## src/rtl/load_memory_decoder_if.sv

```systemverilog
// Load decoder bus: memory word, load type/offset in; aligned result,
// exception and sticky fault out.
interface load_memory_decoder_if;
  logic [2:0]  type_;
  logic [1:0]  offset;
  logic [31:0] in;
  logic        valid;
  logic [31:0] out;
  logic        exception;
  logic        fault;

  modport master (
    output type_, offset, in, valid,
    input  out, exception, fault
  );

  modport slave (
    input  type_, offset, in, valid,
    output out, exception, fault
  );
endinterface

```

## src/rtl/load_memory_decoder.sv

```systemverilog
// RV32I load aligner: byte/half/word select, sign/zero extend, sticky fault.
// Define LOAD_DECODER_REG_OUT_EN to register out/exception (1-cycle latency).
module load_memory_decoder (
  input logic                  clk,
  input logic                  rst,
  load_memory_decoder_if.slave bus
);

  logic [7:0]  b;
  logic [15:0] h;
  logic [31:0] out_c;
  logic        exc_c;
  logic        flt_set;
  logic        is_lb, is_lh, is_lw;
  logic        is_lbu, is_lhu;

  // Lane muxes keep unselected bytes out of the result.
  always_comb begin
    b = 8'h00;
    h = 16'h0000;
    unique case (bus.offset)
      2'd0: begin
        b = bus.in[7:0];
        h = bus.in[15:0];
      end
      2'd1: begin
        b = bus.in[15:8];
        h = bus.in[23:8];
      end
      2'd2: begin
        b = bus.in[23:16];
        h = bus.in[31:16];
      end
      2'd3: begin
        b = bus.in[31:24];
        h = 16'h0000;
      end
    endcase
  end

  assign is_lb  = bus.type_ == 3'b000;
  assign is_lh  = bus.type_ == 3'b001;
  assign is_lw  = bus.type_ == 3'b010;
  assign is_lbu = bus.type_ == 3'b100;
  assign is_lhu = bus.type_ == 3'b101;

  always_comb begin
    out_c = 32'h0;
    exc_c = 1'b0;
    unique case (1'b1)
      is_lb:  out_c = {{24{b[7]}}, b};
      is_lbu: out_c = {24'h0, b};
      is_lh: begin
        if (bus.offset == 2'd3) exc_c = 1'b1;
        else out_c = {{16{h[15]}}, h};
      end
      is_lhu: begin
        if (bus.offset == 2'd3) exc_c = 1'b1;
        else out_c = {16'h0, h};
      end
      is_lw: begin
        if (bus.offset != 2'd0) exc_c = 1'b1;
        else out_c = bus.in;
      end
      default: exc_c = 1'b1;
    endcase
  end

`ifdef LOAD_DECODER_REG_OUT_EN
  logic [31:0] out_q;
  logic        exc_q;
  logic        valid_q;

  always_ff @(posedge clk) begin
    if (rst) begin
      out_q   <= 32'h0;
      exc_q   <= 1'b0;
      valid_q <= 1'b0;
    end else begin
      out_q   <= out_c;
      exc_q   <= exc_c;
      valid_q <= bus.valid;
    end
  end

  assign bus.out       = out_q;
  assign bus.exception = exc_q;
  assign flt_set       = valid_q & exc_q;
`else
  assign bus.out       = out_c;
  assign bus.exception = exc_c;
  assign flt_set       = bus.valid & exc_c;
`endif

  logic fault_q;

  always_ff @(posedge clk) begin
    if (rst) fault_q <= 1'b0;
    else     fault_q <= fault_q | flt_set;
  end

  assign bus.fault = fault_q;

endmodule

```

## src/flat_wrapper.sv

```systemverilog
// flat-port wrapper written by rule: the top's interface ports become plain ports
module load_memory_decoder_flat 
  (clk, rst, bus_type_, bus_offset, bus_in, bus_valid, bus_out, bus_exception, bus_fault);
  load_memory_decoder_if bus_i ();
  input logic clk;
  input logic rst;
  input wire logic [$bits(bus_i.type_)-1:0] bus_type_;
  input wire logic [$bits(bus_i.offset)-1:0] bus_offset;
  input wire logic [$bits(bus_i.in)-1:0] bus_in;
  input wire logic [$bits(bus_i.valid)-1:0] bus_valid;
  output wire logic [$bits(bus_i.out)-1:0] bus_out;
  output wire logic [$bits(bus_i.exception)-1:0] bus_exception;
  output wire logic [$bits(bus_i.fault)-1:0] bus_fault;
  assign bus_i.type_ = bus_type_;
  assign bus_i.offset = bus_offset;
  assign bus_i.in = bus_in;
  assign bus_i.valid = bus_valid;
  assign bus_out = bus_i.out;
  assign bus_exception = bus_i.exception;
  assign bus_fault = bus_i.fault;
  load_memory_decoder u_core (.clk(clk), .rst(rst), .bus(bus_i));
endmodule
```

## config.mk

```make
export PLATFORM = sky130hd
export DESIGN_NAME = load_memory_decoder_flat
export DESIGN_NICKNAME = d
export VERILOG_FILES = /design/src/rtl/load_memory_decoder_if.sv /design/src/rtl/load_memory_decoder.sv /design/src/flat_wrapper.sv
export SDC_FILE = /design/constraint.sdc
export NUM_CORES = 1
export LEC_CHECK = 0
export BUFFER_PORTS_ARGS = -buffer_cell sky130_fd_sc_hd__buf_4
export CORE_MARGIN = 3
export CORE_UTILIZATION = 44
export CTS_CLUSTER_DIAMETER = 200
export DETAILED_ROUTE_END_ITERATION = 6
export PLACE_DENSITY = 0.87
export SETUP_SLACK_MARGIN = 0.02
export SLEW_MARGIN = 0
export SYNTH_ARGS = -nofsm -noshare
export SYNTH_HDL_FRONTEND = slang
export SYNTH_SLANG_ARGS = --single-unit
```

## constraint.sdc

```tcl
create_clock -name clk -period 4.3 [get_ports clk]
set_clock_uncertainty 0.1 [all_clocks]
set_input_delay 0.86 -clock clk [delete_from_list [all_inputs] [get_ports clk]]
set_output_delay 0.86 -clock clk [all_outputs]
set_load 0.005 [all_outputs]
```

### Word level (Yosys, flattened, before mapping)

Cells that the tools add are included.

| storage, ports and cells | value |
|---|---|
| bits in read-only memories | 0 |
| bits in latches | 0 |
| memories kept | 0 |
| output and inout port bits | 34 |
| register bits after elaboration | 1 |
| bits in writable memories | 0 |
| bits of input ports | 40 |

| operators by class | value |
|---|---|
| shift-type cells | 0 |
| equal/unequal tests | 7 |
| muxes and demuxes | 9 |
| add/sub/neg operators | 0 |
| magnitude comparators | 0 |
| reductions and logical operators | 5 |
| divide/modulo/power cells | 0 |
| $mul | 0 |
| bitwise logic cells | 2 |

Operator list:

| operator | number |
|---|---|
| one-hot mux 32 bit (5 select lines) | 1 |
| 2-to-1 mux 32 bit | 2 |
| one-hot mux 16 bit (3 select lines) | 1 |
| one-hot mux 8 bit (4 select lines) | 1 |
| 2-to-1 mux 16 bit | 1 |
| equality test 3 bit (second input constant) | 2 |
| equality test 2 bit (second input constant) | 2 |
| OR reduction 2 bit | 2 |
| equality test 3 x 1 -> 1 bit (second input constant) | 1 |
| equality test 3 x 2 -> 1 bit (second input constant) | 1 |
| zero test 3 bit | 1 |
| one-hot mux 1 bit (3 select lines) | 1 |
| equality test 2 x 1 -> 1 bit (second input constant) | 1 |
| zero test 2 bit | 1 |
| 2-to-1 mux 1 bit | 2 |
| nonzero test 2 bit | 1 |
| bitwise AND 1 bit | 1 |
| bitwise OR 1 bit | 1 |

### Longest topological paths before layout

Gate-level depths: netlist of the first run.

| depth | value |
|---|---|
| depth in word-level cells | 5 |
| depth in mapped cells | 7 |

### Least setup slack after synthesis of the first run

No wires, ideal clock.

| path | value |
|---|---|
| path type | in2out |
| from | in bus_offset[0] |
| to | out bus_out[16] |
| stages on the path | 6 |
| path slack | 1.130 ns |
| arrival time | 2.210 ns |
| cell sequence | ha_1 > buf_4 > or3b_4 > a2111o_4 > buf_6 > nand3_2 |

| on the way | value |
|---|---|
| word-level cells in the longest chain between the ends | 4 |
| elaborated cells between the ends (all ways) | 10 |

Ends and longest elaborated chain:

| element | line | RTL |
|---|---|---|
| from (decl) | flat_wrapper.sv:8 | `input wire logic [$bits(bus_i.offset)-1:0] bus_offset;` |
| equality test 2 bit (tied with other cells) | load_memory_decoder.sv:21 | `unique case (bus.offset)` |
| one-hot mux 16 bit (3 select lines) | load_memory_decoder.sv:21 |  |
| 2-to-1 mux 32 bit | load_memory_decoder.sv:54 | `if (bus.offset == 2'd3) exc_c = 1'b1;` |
| one-hot mux 32 bit (5 select lines) * | load_memory_decoder.sv:50 | `unique case (1'b1)` |
| to (decl) | flat_wrapper.sv:11 | `output wire logic [$bits(bus_i.out)-1:0] bus_out;` |

Mark *: on every way between the ends. The rest lies on a longest branch, timed or not.

### Worst setup path in the final report of the first run

| path | value |
|---|---|
| from | in bus_offset[1] |
| to | out bus_out[26] |

Same word-level chain as after synthesis.

==> impl_metrics.toml, run 1 <==
[logic_synthesis]
synthCells = 145
avgSynthCellArea_um2 = 6.73
synthFlopType = "dfxtp_1"
synth-edff-count = 0
synthTopCellsByArea = "a22oi_1, nand3_2, a211o_1, nand2_1, ha_1"
syn_nets = 190
synth_top_cell_by_area = "a22oi_1"
synth_top_area_share_pct = 11.5
synth_async_sr_flop_share_pct = 0
syn_area_um2 = 976
ys_warn_count = 0
synth_cell_type_count = 33
ys_seq_elements = 1
seq_area_frac_synth_pct = 2.05

[global_routing]
grt-ovfl-total = 0
grt_max_degree = 18
grt_pass1_vias = 1352
grt_pass1_wl_um = 5910
antenna_found_initial = 0
grt_usage_pct = 27.2

[power_and_ir_drop]
irDropWorstVdd_uv = 90.8
p_sw_share_pct = 43.6
intPower_mw = 0.0920
power_density_nw_per_um2 = 109
p_leak_nw = 0.886
clockPowerShare_pct = 0
p_comb_share_pct = 93.4
power_frac_seq_pct = 6.6
p_sw_mw = 0.0710

[sta]
post-route-min-period_ns = 3.68
slew_violations = 0
setup_ws_ns = 0.618
finalHoldViolations = 0
tns_ns = 0
rsz0062_at_grt = "false"
setup_viol = 0
slew_headroom_pct = 53.5
fin_crit_sh_pct = 85.6
tightest_slew_ns = 0.693
clock.fmax_mhz = 272

[drt]
drtAntennaViolNets = 0
wl_per_cell_um = 16.6
drt-pass1-iter-count = 4
routed_wl_um = 3860
drt_iter0_markers = 65
via_count = 1393
remaining_drc_errors = 0
viasPerCell = 6.00

[floorplanning]
die_w_um = 53.1
die_y_um = 53.1
io_pins = 74
rows = 16
dieArea_um2 = 2820
core_area_um2 = 2020
start_util_pct = 48.3

[place]
gp_congestion = 0.792
place_worst_setup_slack_ns = 0.636
dp.cells = 232
port_buffers = 73
dpl.hpwl_um = 3060

[worst_setup_path]
slowest_stage = "a2111o_4"
path_cells = "buf_4 -> inv_1 -> ha_1 -> a22oi_1 -> a2111o_4 -> nand3_1 -> buf_4"
crit_start = "bus_offset[1]"
cp_max_fo = 16
worstPathArrival_ns = 2.72
r2r_start = "u_core.bus.fault"
end_kind = "primary output"
cp.required_ns = 3.34
cp.depth = 7
path_buf_inv = 3
crit_top_cell = "buf_4"
slowest_delay_ns = 0.66
critPathTopFamily = "compound AO/OA/AOI/OAI gates"
start_kind = "input port"
worstSetupPathType = "input port to primary output"
r2r.worst_path.cells = 2

[layout]
diodes = 0
largest_register_ffs = 1
fin_cells = 232
drive_above_1_share_pct = 43.9
area_delta_synth_final_pct = 52.7
fin_nets = 252

[run_status]
status = "finished clean"

[cts]
cts_setup_buffers = 0
clock_latency_ns = 0
cts_resized = 0
clk_pin_slew_ns = 0
hold_buffers = 0

[flow_run]
max-cap-violations = 0

[min_path]
min_from = "u_core.bus.fault"
holdPathStages = 2
hp-class = "flip-flop to flip-flop"
-- power by group through the flow --
stage,logic (mW),registers (mW),clock network (mW)
finish,0.152,0.0107,0
global route,0.164,0.0108,0
CTS,0.151,0.0107,0
detailed placement,0.150,0.0107,0
global placement,0.146,0.0107,0
floorplan,0.0684,0.0108,0
-- path summary, 6_finish.rpt --
| check | slack [ns] | end |
|---|---|---|
| max | 0.62 | bus_out[26] |
| min | 0.36 | u_core.bus.fault |
| max reg2reg | 3.67 | u_core.bus.fault |
| min reg2reg | 0.36 | u_core.bus.fault |
-- layout make-up --
cell class	count	area (um^2)
multi-input combinational	124	858
inverter	6	22.5
fill	152	532
timing repair buffer	74	556
tap	27	33.8
sequential	1	20.0
-- through the flow --
stage	hold WS (ns)	utilization [%]	area, um^2	total power [mW]
floorplan	0.348	-	976	0.0792
global placement	0.343	73.7	1490	0.157
detailed placement	0.363	73.7	1490	0.161
CTS	0.364	73.7	1490	0.162
global route	0.378	73.7	1490	0.175
finish	0.362	73.7	1490	0.163
-- worst register-to-register path, stage by stage (launching register included) --
cell     delay, ns
dfxtp_1       0.30
inv_1         0.05
o32ai_1       0.09
-- synth_stat cells, types with 2 or more instances --
cell / count
a21oi_1: 8
ha_1: 5
a221o_1: 5
nand3_2: 10
buf_2: 3
a211o_1: 11
buf_6: 2
o21ai_0: 4
a22oi_1: 15
nand2b_1: 3
a221oi_1: 3
clkbuf_1: 8
nor2_1: 15
inv_1: 6
nand2_1: 24
nand3_1: 6
-- cell families after synthesis --
family,share of synthesized area [%]
AOI/OAI and AO/OA,45.1
buffers and inverters,10.0
and+or+nand+nor,36.4
DFF,2.05
adders and majority gates,6.41
-- layer usage --
metal / global-route usage [%] / wire length [um] / part of all wire [%]
met1: 31.6 / 1480 / 38
met2: 52.9 / 1940 / 50
met3: 0.563 / 387 / 10
met4: 8.51 / 50 / 1.3
met5: 0 / 0 / 0
-- placed cells by master (no fill, tap or decap), drive strengths merged, types with 4 or more instances in the layout --
master	count
ha	5
a22oi	15
o21ai	4
a21oi	8
nand2	24
nand3	16
a211o	11
a221o	5
nor2	15
inv	6
buf	74
Power figures use the tool's default switching activity.
==> run 2, diff against run 1 <==
--- a/config.mk
+++ b/config.mk
@@ -5,9 +5,10 @@
 export SDC_FILE = /design/constraint.sdc
 export NUM_CORES = 1
 export LEC_CHECK = 0
+export ABC_AREA = 1
 export BUFFER_PORTS_ARGS = -buffer_cell sky130_fd_sc_hd__buf_4
 export CORE_MARGIN = 3
-export CORE_UTILIZATION = 44
+export CORE_UTILIZATION = 46
 export CTS_CLUSTER_DIAMETER = 200
 export DETAILED_ROUTE_END_ITERATION = 6
 export PLACE_DENSITY = 0.87
==> impl_metrics.toml, run 2 <==
[cts]
clk_pin_slew_ns = 0
cts_setup_buffers = 0
cts_resized = 0
hold_buffers = 0
clock_latency_ns = 0

[sta]
rsz0062_at_grt = "false"
slew_headroom_pct = 61.7
slew_violations = 0
setup_viol = 0
fin_crit_sh_pct = 81.5
post-route-min-period_ns = 3.50
tightest_slew_ns = 0.575
clock.fmax_mhz = 285
setup_ws_ns = 0.796
finalHoldViolations = 0
hold_ws_ns = 0.346
tns_ns = 0

[drt]
viasPerCell = 5.39
drt-pass1-iter-count = 4
wl_per_cell_um = 12.2
routed_wl_um = 3680
drtAntennaViolNets = 0
drt_iter0_markers = 76
remaining_drc_errors = 0
via_count = 1622

[place]
place_area_um2 = 1600
place_worst_setup_slack_ns = 0.812
dpl.hpwl_um = 2820
gp_congestion = 0.840
port_buffers = 73

[floorplanning]
die_y_um = 55.1
io_pins = 74
dieArea_um2 = 3040
rows = 17
die_w_um = 55.1
core_area_um2 = 2250
start_util_pct = 49.2

[logic_synthesis]
avgSynthCellArea_um2 = 5.16
synth_top_area_share_pct = 27.1
ys_warn_count = 0
synth_cell_type_count = 21
syn_nets = 260
syn_area_um2 = 1110
synthCells = 215
synth_top_cell_by_area = "nand3_1"
synth_commonest_cells = "nand2_1, nand3_1, inv_1"
ys_seq_elements = 1
synth-edff-count = 0
yosysMostFrequentCell = "nand2_1"
synthTopCellsByArea = "nand3_1, nand2_1, o211ai_1, ha_1, a21oi_1"
synth_async_sr_flop_share_pct = 0
synthFlopType = "dfxtp_1"
seq_area_frac_synth_pct = 1.80

[run_status]
status = "finished clean"

[layout]
finalInstanceArea_um2 = 1600
layout_commonest_cell = "buf_4"
drive_above_1_share_pct = 30.4
diodes = 0
area_delta_synth_final_pct = 44.3
fin_nets = 320
nFillCells = 224
fin_util_pct = 71.0
layout_common_cells = "buf_4, nand2_1, nand3_1, inv_1, a21oi_1"
largest_register_ffs = 1

[worst_setup_path]
slowest_stage = "ha_1"
worstPathArrival_ns = 2.54
slowest_delay_ns = 0.53
start_kind = "input port"
cp.required_ns = 3.34
worstSetupPathType = "input port to primary output"
end_kind = "primary output"
cp_max_fo = 24
regToRegSetupSlack_ns = 3.65
path_cells = "buf_4 -> inv_1 -> ha_1 -> nand2_1 -> nand2_1 -> inv_1 -> nand2_2 -> nand4_4 -> nand3_1 -> buf_4"

[global_routing]
grt_max_degree = 28
grt_pass1_vias = 1199
grt_usage_pct = 22.9
grt_pass1_wl_um = 5400
antenna_found_initial = 0
grt-ovfl-total = 0

[min_path]
hp-class = "flip-flop to flip-flop"

[flow_run]
max-cap-violations = 0

[power_and_ir_drop]
power_density_nw_per_um2 = 108
irDropWorstVdd_uv = 92.9
p_leak_nw = 0.907
## run 2: cell types whose count changed in the layout (fill, tap and decap cells not counted), sizes merged, moves of 10 or more
cell	change
nand3	+44
nor2	-11
o211ai	+10
nand2	+52
a22oi	-15
inv	+10
a211o	-11
## run 2: worst paths after layout
kind                     from                to  depth (start not counted)
min reg2reg  u_core.bus.fault  u_core.bus.fault                          2
min          u_core.bus.fault  u_core.bus.fault                          2
max             bus_offset[1]       bus_out[11]                         10
max reg2reg  u_core.bus.fault  u_core.bus.fault                          2
## run 2: metrics by stage
step	power [mW]	std cells
2_1_floorplan	0.0909	215
3_5_place_dp	0.172	301
3_3_place_gp	0.171	301
6_report	0.173	301
5_1_grt	0.191	301
4_1_cts	0.173	301
## run 2: area by class of cell
class | instances | area (um^2) | share of cell area [%]
multi-input combinational | 181 | 923 | 57.7
sequential | 1 | 20.0 | 1.25
tap | 28 | 35.0 | 2.19
inverter | 16 | 60.1 | 3.75
timing repair buffer | 75 | 563 | 35.2
## run 2: critical path: cells and delay by family
family,cells,cell delay [ns]
adders and majority gates,1,0.53
and+or+nand+nor,5,0.77
buffers and inverters,4,0.38
## run 2: cell families after synthesis
kind of cell	count (synthesis)	share of synthesized area, %
AO/OA/AOI/OAI	32	17.2
adder cells (fa/ha/maj)	5	5.64
buffers and inverters	33	15.0
flip-flops	1	1.80
AND/OR/NAND/NOR	144	60.3
## run 2: power by group
part / internal [mW] / total, mW / switching [mW]
combinational: 0.0806 / 0.163 / 0.0823
sequential: 0.0102 / 0.0106 / 0.000385
clock: 0 / 0 / 0
total: 0.0908 / 0.173 / 0.0827
## run 2: metal layers
metal | vias to the layer above | track usage [%] | share of wire, %
li1 | 844 | - | -
met5 | - | 0 | 0
met4 | 0 | 0 | 0
met1 | 710 | 33.8 | 45
met3 | 0 | 0.536 | 9.2
met2 | 68 | 39.0 | 46
==> run 3, diff against run 2 <==
--- a/config.mk
+++ b/config.mk
@@ -8,10 +8,10 @@
 export ABC_AREA = 1
 export BUFFER_PORTS_ARGS = -buffer_cell sky130_fd_sc_hd__buf_4
 export CORE_MARGIN = 3
-export CORE_UTILIZATION = 46
+export CORE_UTILIZATION = 43
 export CTS_CLUSTER_DIAMETER = 200
 export DETAILED_ROUTE_END_ITERATION = 6
-export PLACE_DENSITY = 0.87
+export PLACE_DENSITY = 0.82
 export SETUP_SLACK_MARGIN = 0.02
 export SLEW_MARGIN = 0
 export SYNTH_ARGS = -nofsm -noshare
==> constraint.sdc (replaced) <==
create_clock -name clk -period 3.6 [get_ports clk]
set_clock_uncertainty 0.1 [all_clocks]
set_input_delay 0.72 -clock clk [delete_from_list [all_inputs] [get_ports clk]]
set_output_delay 0.72 -clock clk [all_outputs]
set_load 0.005 [all_outputs]
==> impl_metrics.toml, run 3 (synthesis gave the netlist of run 2 again) <==
[drt]
routed_wl_um = 3930
drt-pass1-iter-count = 5
remaining_drc_errors = 0
viasPerCell = 5.31
wl_per_cell_um = 12.9
drt_iter0_markers = 96
drtAntennaViolNets = 0
via_count = 1621

[worst_setup_path]
start_kind = "input port"
worstSetupPathType = "input port to primary output"
path_buf_inv = 2
cp_max_fo = 24
crit_start = "bus_offset[0]"
crit_top_cell = "buf_4"
slowest_delay_ns = 0.46
critPathTopFamily = "simple AND/OR/NAND/NOR gates"
slowest_stage = "ha_1"
worstPathArrival_ns = 2.12
end_kind = "primary output"
cp.required_ns = 2.78
path_cells = "buf_4 -> ha_1 -> a21oi_2 -> nand2_2 -> nand4_4 -> nand3_1 -> buf_4"
r2r_start = "u_core.bus.fault"

[layout]
layout_common_cells = "buf_4, nand2_1, nand3_1, inv_1, a21oi_1"
multi_input_area_um2 = 923
area_delta_synth_final_pct = 47.0
finalInstanceArea_um2 = 1630
largest_register_ffs = 1
layout_commonest_cell = "buf_4"
fin_nets = 324
nFillCells = 239
drive_above_1_share_pct = 31.4
diodes = 0
register_area_um2 = 20.0

[sta]
rsz0062_at_grt = "false"
fin_crit_sh_pct = 81.6
slew_violations = 0
post-route-min-period_ns = 2.94
finalHoldViolations = 0
tns_ns = 0
setup_ws_ns = 0.661
slew_headroom_pct = 67.3
tightest_slew_ns = 0.490
clock.fmax_mhz = 340
setup_viol = 0

[place]
port_buffers = 73
dpl.hpwl_um = 3140
place_area_um2 = 1630
place_worst_setup_slack_ns = 0.700
gp_congestion = 0.915

[power_and_ir_drop]
irDropWorstVdd_uv = 105
p_leak_nw = 0.927
power_density_nw_per_um2 = 129

[cts]
clock_latency_ns = 0
hold_buffers = 0
cts_resized = 0
cts_setup_buffers = 0
clk_pin_slew_ns = 0

[global_routing]
grt_pass1_vias = 1440
use_met2_pct = 39.6
gr-usage-met1_pct = 34.5
grt_pass1_wl_um = 6520
antenna_found_initial = 0
grt_usage_pct = 23.6
grtUsageMet3_pct = 1.84
top_usage_layer = "met2"
grt_max_degree = 33
grt-ovfl-total = 0

[floorplanning]
dieArea_um2 = 3230
io_pins = 74
rows = 17
core_area_um2 = 2320
start_util_pct = 47.9
die_w_um = 56.8
die_y_um = 56.8

[flow_run]
max-cap-violations = 0

[min_path]
min_from = "u_core.bus.fault"
hp-class = "flip-flop to flip-flop"

[run_status]
status = "finished clean"
## run 3: path summary, 6_finish.rpt
kind / cells past startpoint / endpoint / slack, ns
worst max-delay path: 7 / bus_out[29] / 0.66
worst min-delay path: 2 / u_core.bus.fault / 0.34
worst max register to register: 2 / u_core.bus.fault / 2.96
worst min register to register: 2 / u_core.bus.fault / 0.34
## run 3: layout make-up
class | count | area share (%)
multi-input cells | 181 | 56.6
repair buffers | 79 | 36.3
inverters | 16 | 3.68
well taps | 28 | 2.15
flip-flops and latches | 1 | 1.23
## run 3: power by group
part	leakage, nW	switching [mW]	internal (mW)
registers	0.00829	0.000449	0.0122
logic	0.919	0.0996	0.0987
clock network	0	0	0
## run 3: layer usage
metal	wire length, um	share of wire, %
met5	0	0
met4	0	0
met3	304	7.7
met2	1810	46
met1	1810	46
## run 3: per-stage QoR
| stage | util, % | std cells | hold WS [ns] | total power, mW |
|---|---|---|---|---|
| detailed placement | 70.4 | 305 | 0.344 | 0.210 |
| finish | 70.4 | 305 | 0.341 | 0.211 |
| global route | 70.4 | 305 | 0.364 | 0.231 |
| CTS | 70.4 | 305 | 0.345 | 0.211 |
| floorplan | - | 215 | 0.341 | 0.109 |
| global placement | 70.4 | 305 | 0.333 | 0.210 |
## run 3: worst min-delay path, cell delays in order (launching register included)
cell and delay (ns):
dfxtp_1 0.29, inv_1 0.05, a21oi_1 0.05
